===== config.mk =====
export PLATFORM = sky130hd
export DESIGN_NAME = receiver_packer
export DESIGN_NICKNAME = d
export VERILOG_FILES = /design/src/rtl/receiver_packer.sv
export SDC_FILE = /design/constraint.sdc
export NUM_CORES = 1
export LEC_CHECK = 0
export CAP_MARGIN = 20
export CORE_MARGIN = 1
export CORE_UTILIZATION = 45
export CTS_CLUSTER_SIZE = 20
export DETAILED_ROUTE_END_ITERATION = 6
export MAX_ROUTING_LAYER = met4
export PLACE_DENSITY = 0.73
export RECOVER_POWER = 25
export SLEW_MARGIN = 5
export SYNTH_ARGS = -nofsm -noshare
export SYNTH_HDL_FRONTEND = slang
export SYNTH_SLANG_ARGS = --single-unit

===== constraint.sdc =====
create_clock -name clk -period 2.6 [get_ports clk]
set_clock_uncertainty 0.05 [all_clocks]
set_input_delay 0.26 -clock clk [delete_from_list [all_inputs] [get_ports clk]]
set_output_delay 0.26 -clock clk [all_outputs]
set_load 0.01 [all_outputs]

===== src/rtl/receiver_packer.sv =====
// receiver_packer: assembles BYTES_PER_WORD received bytes into a word and
// queues completed words in a 2**DEPTH_LOG2 entry FIFO.
// Optional macro RECEIVER_PACKER_TIMEOUT_EN discards a partial word after
// TIMEOUT_CYCLES idle cycles so framing can resynchronise after a lost byte.
//
// Handshake: the receiver side has no backpressure (in_valid is a strobe);
// the consumer side pops the head word when valid && ready at a rising edge.
module receiver_packer #(
    parameter int BYTES_PER_WORD = 4,
    parameter int DEPTH_LOG2     = 4,
    parameter int BIG_ENDIAN     = 0,
    parameter int TIMEOUT_CYCLES = 100000
) (
    input  logic                        clk,
    input  logic                        rst,
    input  logic [7:0]                  in_byte,
    input  logic                        in_valid,
    input  logic                        clear,
    input  logic                        ready,
    output logic [8*BYTES_PER_WORD-1:0] out,
    output logic                        valid,
    output logic [DEPTH_LOG2:0]         level,
    output logic                        partial,
    output logic                        overflow
);

    localparam int W       = 8 * BYTES_PER_WORD;
    localparam int DEPTH   = 1 << DEPTH_LOG2;
    localparam int IDX_W   = (BYTES_PER_WORD > 1) ? $clog2(BYTES_PER_WORD) : 1;
    localparam int LEVEL_W = DEPTH_LOG2 + 1;

    logic [W-1:0]            mem_q [DEPTH];
    logic [DEPTH_LOG2-1:0]   wptr_q, wptr_d;
    logic [DEPTH_LOG2-1:0]   rptr_q, rptr_d;
    logic [LEVEL_W-1:0]      level_q, level_d;
    logic [IDX_W-1:0]        idx_q, idx_d;
    logic                    ovf_q, ovf_d;

    logic                    flush, full, pop, byte_in, last_byte;
    logic                    wr_en, commit, drop, expire;
    logic [IDX_W-1:0]        eff_idx, lane;

    // Next-state decode: byte acceptance, commit, drop and pointer updates
    always_comb begin
        flush     = rst | clear;
        full      = (level_q == LEVEL_W'(DEPTH));
        pop       = (level_q != '0) && ready && !flush;
        // An expiring partial word is abandoned, so a byte in that cycle starts afresh
        eff_idx   = expire ? '0 : idx_q;
        byte_in   = in_valid && !flush;
        last_byte = (eff_idx == IDX_W'(BYTES_PER_WORD - 1));
        // While full the write entry is the oldest unread word; only a same-cycle pop frees it
        wr_en     = byte_in && (!full || pop);
        commit    = wr_en && last_byte;
        drop      = byte_in && last_byte && full && !pop;
        lane      = (BIG_ENDIAN != 0) ? (IDX_W'(BYTES_PER_WORD - 1) - eff_idx) : eff_idx;
        // Index advances even for unwritten bytes so word framing is kept
        idx_d     = byte_in ? (last_byte ? '0 : eff_idx + IDX_W'(1)) : eff_idx;
        wptr_d    = commit ? wptr_q + DEPTH_LOG2'(1) : wptr_q;
        rptr_d    = pop ? rptr_q + DEPTH_LOG2'(1) : rptr_q;
        level_d   = level_q;
        if (commit && !pop) begin
            level_d = level_q + LEVEL_W'(1);
        end else if (pop && !commit) begin
            level_d = level_q - LEVEL_W'(1);
        end
        ovf_d     = ovf_q | drop;
    end

    // Control state registers; rst and clear both flush, bytes and pops are ignored then
    always_ff @(posedge clk) begin
        if (flush) begin
            wptr_q  <= '0;
            rptr_q  <= '0;
            level_q <= '0;
            idx_q   <= '0;
            ovf_q   <= 1'b0;
        end else begin
            wptr_q  <= wptr_d;
            rptr_q  <= rptr_d;
            level_q <= level_d;
            idx_q   <= idx_d;
            ovf_q   <= ovf_d;
        end
    end

    // Word storage: each byte goes straight into its lane of the write entry (not reset)
    always_ff @(posedge clk) begin
        if (wr_en) begin
            mem_q[wptr_q][8*int'(lane) +: 8] <= in_byte;
        end
    end

`ifdef RECEIVER_PACKER_TIMEOUT_EN
    localparam int TO_W = (TIMEOUT_CYCLES > 1) ? $clog2(TIMEOUT_CYCLES) : 1;
    logic [TO_W-1:0] idle_q;

    assign expire = (idx_q != '0) && (idle_q == TO_W'(TIMEOUT_CYCLES - 1));

    // Idle counter: restarts on every byte, runs only while a partial word is held
    always_ff @(posedge clk) begin
        if (flush || in_valid || expire) begin
            idle_q <= '0;
        end else if (idx_q != '0) begin
            idle_q <= idle_q + TO_W'(1);
        end
    end
`else
    logic unused_timeout;
    assign expire         = 1'b0;
    assign unused_timeout = ^TIMEOUT_CYCLES;
`endif

    assign out      = mem_q[rptr_q];
    assign valid    = (level_q != '0);
    assign level    = level_q;
    assign partial  = (idx_q != '0);
    assign overflow = ovf_q;

endmodule


=== Yosys cells after proc, flatten, opt, wreduce, memory -nomap -nowiden ===
Memories as Yosys holds them, arrays and structs flattened. A register that Yosys moved wholly into a read port is not among the register bits.
Index checks and enable logic that the tools add are counted.

* Reduce and logical (&&, ||, !) cells: 18
* Bitwise gates (word level): 2
* Muxes and demuxes: 7
* Add/subtract/negate cells: 6
* Equality and inequality tests: 2
* Shift operators: 2

{| class="wikitable"
|+ Operators by type and width
! kind !! count
|-
| $neg 5->33 || 1
|-
| $shift 8x33->32 const A || 1
|-
| $shiftx 8x33->32 || 1
|-
| $mux 32 || 1
|-
| $logic_and 1x1->1 || 10
|-
| $mux 5 || 2
|-
| $add 4x1->4 const B || 2
|-
| $mux 4 || 2
|-
| $add 5x1->5 const B || 1
|-
| $eq 5x5->1 const B || 1
|-
| $reduce_bool 5->1 || 1
|-
| $sub 5x1->5 const B || 1
|-
| $logic_not 1->1 || 4
|-
| $reduce_bool 2->1 || 2
|-
| $add 2x1->2 const B || 1
|-
| $eq 2x2->1 const B || 1
|-
| $mux 2 || 1
|-
| $or 1x1->1 || 2
|-
| $logic_or 1x1->1 || 1
|-
| $mux 1 || 1
|}

* Bits in writable memories: 512
* Memories: 1
* Logic and storage cells: 43
* Output and inout bits: 40
* Register bits: 16

{| class="wikitable"
|+ Memories
! memory !! depth !! bits a word !! read ports !! clocked after memory_dff !! write ports !! RTL line !! text
|-
| mem_q || 16 || 32 || 1 || 1 || 1 || 32 || <nowiki>logic [W-1:0] mem_q [DEPTH];</nowiki>
|}

=== Depth between registers and ports, before layout ===
* Depth in word-level cells: 10
* Mapped depth: 11
* Gate-level depth less buffers: 11

=== Worst setup path after synthesis ===
OpenSTA, ideal clock, no wires.

* Path kind: register to register
* From: reg level_q[0], in the netlist level[0]
* To: reg level_q[3], in the netlist level[3]
* Slack: 0.071 ns
* Data arrival time: 2.357 ns
* Setup time: 0.122 ns
* Required time: 2.428 ns
* Stages on the path, launching flop included: 11
* Path buffers: 0
* Clock period less this slack: 2.529 ns
* Path through: dfxtp_1 -> nor4_4 -> a21oi_1 -> and2_1 -> ha_1 -> inv_1 -> ha_1 -> a21o_1 -> a21oi_1 -> nor4_1 -> a311o_1

* Cells in the longest elaborated chain, start to end: 9

{| class="wikitable"
|+ Ends and longest elaborated chain
! what !! RTL line !! text
|-
| start: declaration || 35 || <nowiki>logic [LEVEL_W-1:0] level_q, level_d;</nowiki>
|-
| start signal: assignment || 81 || <nowiki>level_q <= level_d;</nowiki>
|-
| $reduce_bool 5->1 || 47 || <nowiki>pop = (level_q != '0) && ready && !flush;</nowiki>
|-
| $logic_and 1x1->1 (2 in a row) || 47 ||
|-
| $logic_or 1x1->1 * || 53 || <nowiki>wr_en = byte_in && (!full || pop);</nowiki>
|-
| $logic_and 1x1->1 * || 53 ||
|-
| $logic_and 1x1->1 * || 54 || <nowiki>commit = wr_en && last_byte;</nowiki>
|-
| named net commit || 40 || <nowiki>logic wr_en, commit, drop, expire;</nowiki>
|-
| $logic_not 1->1 || 64 || <nowiki>end else if (pop && !commit) begin</nowiki>
|-
| $logic_and 1x1->1 || 64 ||
|-
| $reduce_bool 2->1 (no source line) || -- ||
|}

The timed path passes the listed nets; every way through them passes the cells marked *. The select of a mux whose other input is x is not followed.
A chain may end at the register's enable or synchronous reset.

==> metrics.yaml <==
worst_setup_path:
  timing.rr.end: "level[3]"
  r2r-start: "level[2]"
  cp_max_fo: 7
  critPathCapture: "out[30]"
  ff2ff_setup_slack_ns: -0.04
  ff2ff_path_depth: 11
  crit_arrival_ns: 2.42
  crit_type: "reg2out"
  crit_path_start_kind: "register"
  required_ns: 2.29
  crit_path_end_kind: "primary output"
drt:
  drt_iter0_markers: 1052
  drt-total-wl_um: 44490
  ant_nets: 0
  drt_first_pass_iters: 7
  avgViaCountPerCell: 5.610
  routedWlPerCell_um: 23.78
  drc: 1
  vias: 10500
power_and_ir_drop:
  power.density_mw_per_mm2: 658.0
  sw_frac_of_total: 0.1884
  clockPowerShare: 0.426
  peakVddDrop_mv: 0.4264
  internal_power_w: 0.01343
  p_sw_w: 0.003119
  p_leak_nw: 7.520
  power_frac_seq: 0.564
  comb_power_share: 0.011
  p_total_w: 0.01655
cells_and_area:
  area_growth_syn_to_layout_pct: 21.18
  fillers: 3417
  postLayoutCellArea_sq_mm: 0.02515
  final_util: 0.5531
  layout_commonest_cell: "edfxtp_1"
  drive_gt1_frac: 0.3580
  antenna_cells: 0
  final_cell_mix: "512 x edfxtp_1, 128 x mux4_2, 81 x nor2_1"
  fin_nets: 1261
clocking:
  ctsHtreeMaxLevel: 2
  insertion_delay_ns: 0.58
  root_buffer: "clkbuf_16"
  cts_buffers: 52
  clkSinkCount: 532
  cts_max_path_buffers: 3
  tritoncts: "done"
  holdBufCountCts: 0
  clk_pin_slew_ns: 0.06
place:
  placed_area_sq_mm: 0.02280
  dp_hpwl_um: 27120
  routabilityCongestion: 0.8126
  port_buffers: 52
timing:
  setup_violations: 28
  worstMarginPinSlew_ns: 0.5959
  hold_viol: 0
  final_max_slew_viol_count: 0
  fmax_mhz: 365.7
  fin_crit_sh: 1.052
  post-route-min-period_ns: 2.734
  rsz0062_at_grt: "true"
  timing.slew.headroom: 0.5985
  setup_ws_ns: -0.1342
grt:
  groute.usage.overall: 0.1994
  grt_max_degree: 51
  grt_antenna_before_repair: 0
  overflow: 0
  grt_pass1_vias: 11050
  grt_pass1_wl_um: 67520
logic_synthesis:
  ys_seq_area_frac: 0.7600
  synthTopCellsByArea: "edfxtp_1 74%, mux4_2 14%, a22oi_1 2.3%"
  syn_inst: 1025
  yosysTopAreaCell: "edfxtp_1"
  yosys_warnings: 0
  async_flop_share: 0
  synthFlopType: "edfxtp_1"
  synthesis.area_sq_mm: 0.02076
  syn_nets: 1054
  ys_seq_elements: 532
  synth_top_area_frac: 0.7407
  synth_edf_count: 512
  synth.distinct_cells: 37
  synth.avg_cell_area_sq_um: 20.25
floorplan:
  core_sq_mm: 0.04548
  fp.dieW_um: 216.8
  die_y_um: 216.8
  ios: 53
  design.die.area_sq_mm: 0.04699
  initial_core_util: 0.4564
  placementRows: 78
run:
  drv_cap: 0
outcome:
  failed_checks: "design-rule violations, negative setup slack"
  outcome: "finished, violations left"
min_path:
  hold_class: "reg2reg"
cells in the mapped netlist (all sizes together), types with 2 or more instances:
cell type    n
edfxtp     512
xnor2        4
a21oi        5
nor4         2
nor2        82
and3         3
nand3        9
nor2b        5
dfxtp       20
or4          2
o211ai       2
nand2       47
a211oi       3
ha          15
nor3         4
and2        35
xor2         3
buf         30
mux4       128
mux2i        4
nand4        4
a22oi       64
clkbuf      24
inv          8
state kept, by name (all words and copies together) (netlist names), named ones only:
name	cells
wptr_q	4
mem_q	512
level	5
eff_idx	2
overflow	1
rptr_q	4
through the flow:
step                hold slack (ns)  std cells  setup WS (ns)  setup TNS [ns]
detailed placement           0.4394       1735       -0.05707         -0.1017
global placement             0.4405       1735        0.01343               0
CTS                          0.4640       1869        -0.1877          -3.156
floorplan                    0.4158       1025        0.07069               0
finish                       0.4570       1871        -0.1342          -1.982
global route                 0.5010       1871        -0.2029          -16.94
worst max-delay path: stages, from the launching register on:
cell     delay, ns
dfxtp_4       0.43
buf_12        0.17
buf_12        0.12
buf_8         0.12
mux4_2        0.52
a22oi_2       0.24
nand2_1       0.10
buf_2         0.15
power groups by stage:
stage | logic, W | registers, W | clock network (W)
floorplan | 0.0000780 | 0.00951 | 0
finish | 0.000180 | 0.00933 | 0.00704
global placement | 0.000171 | 0.00951 | 0
detailed placement | 0.000180 | 0.00951 | 0
global route | 0.000196 | 0.00932 | 0.00745
CTS | 0.000183 | 0.00933 | 0.00712
cell families after synthesis:
logic type                 count (synthesis)  synth area share
DFF                                      532            0.7600
and+or+nand+nor                          196           0.04376
muxes                                    132            0.1408
AOI/OAI and AO/OA                         80           0.02863
buffers and inverters                     62           0.01386
adders and majority gates                 16           0.01001
xor gates and xnor gates                   7          0.002954
cell type report:
| cell class | count | area (sq um) | share of cell area |
|---|---|---|---|
| well taps | 600 | 750.7 | 0.02985 |
| clock inverters | 22 | 176.4 | 0.007014 |
| inverters | 8 | 32.53 | 0.001293 |
| flip-flops and latches | 532 | 15780 | 0.6275 |
| clock buffers | 71 | 1404 | 0.05581 |
| repair buffers | 207 | 1946 | 0.07735 |
| multi-input cells | 431 | 5061 | 0.2012 |
worst min path at each step:
stage | from | slack, ns | endpoint | cells after the start
after floorplan | rptr_q[3] | 0.42 | register | 2
after global placement | rptr_q[3] | 0.44 | rptr_q[3] | 2
after detailed placement | overflow | 0.44 | overflow | 1
after CTS | in_valid | 0.46 | eff_idx[1] | 4
after global routing | overflow | 0.50 | overflow | 1
final | overflow | 0.46 | overflow | 1
repair_timing:
| item | in CTS | in global routing |
|---|---|---|
| setup buffers | 35 | 10 |
| cloned | 7 | 0 |
| setup endpoints to repair | 32 | 34 |
| gates resized for setup | 233 | 34 |
| pin swaps | 48 | 29 |
layer usage:
layer	wire [um]	vias to the layer above	GRT usage
met2	23240	328	0.3342
met3	2540	71	0.03229
met4	1040	0	0.05962
met1	17670	5500	0.2512
li1	-	4598	-
met5	0	-	-
(Power assumes the default switching activity.)
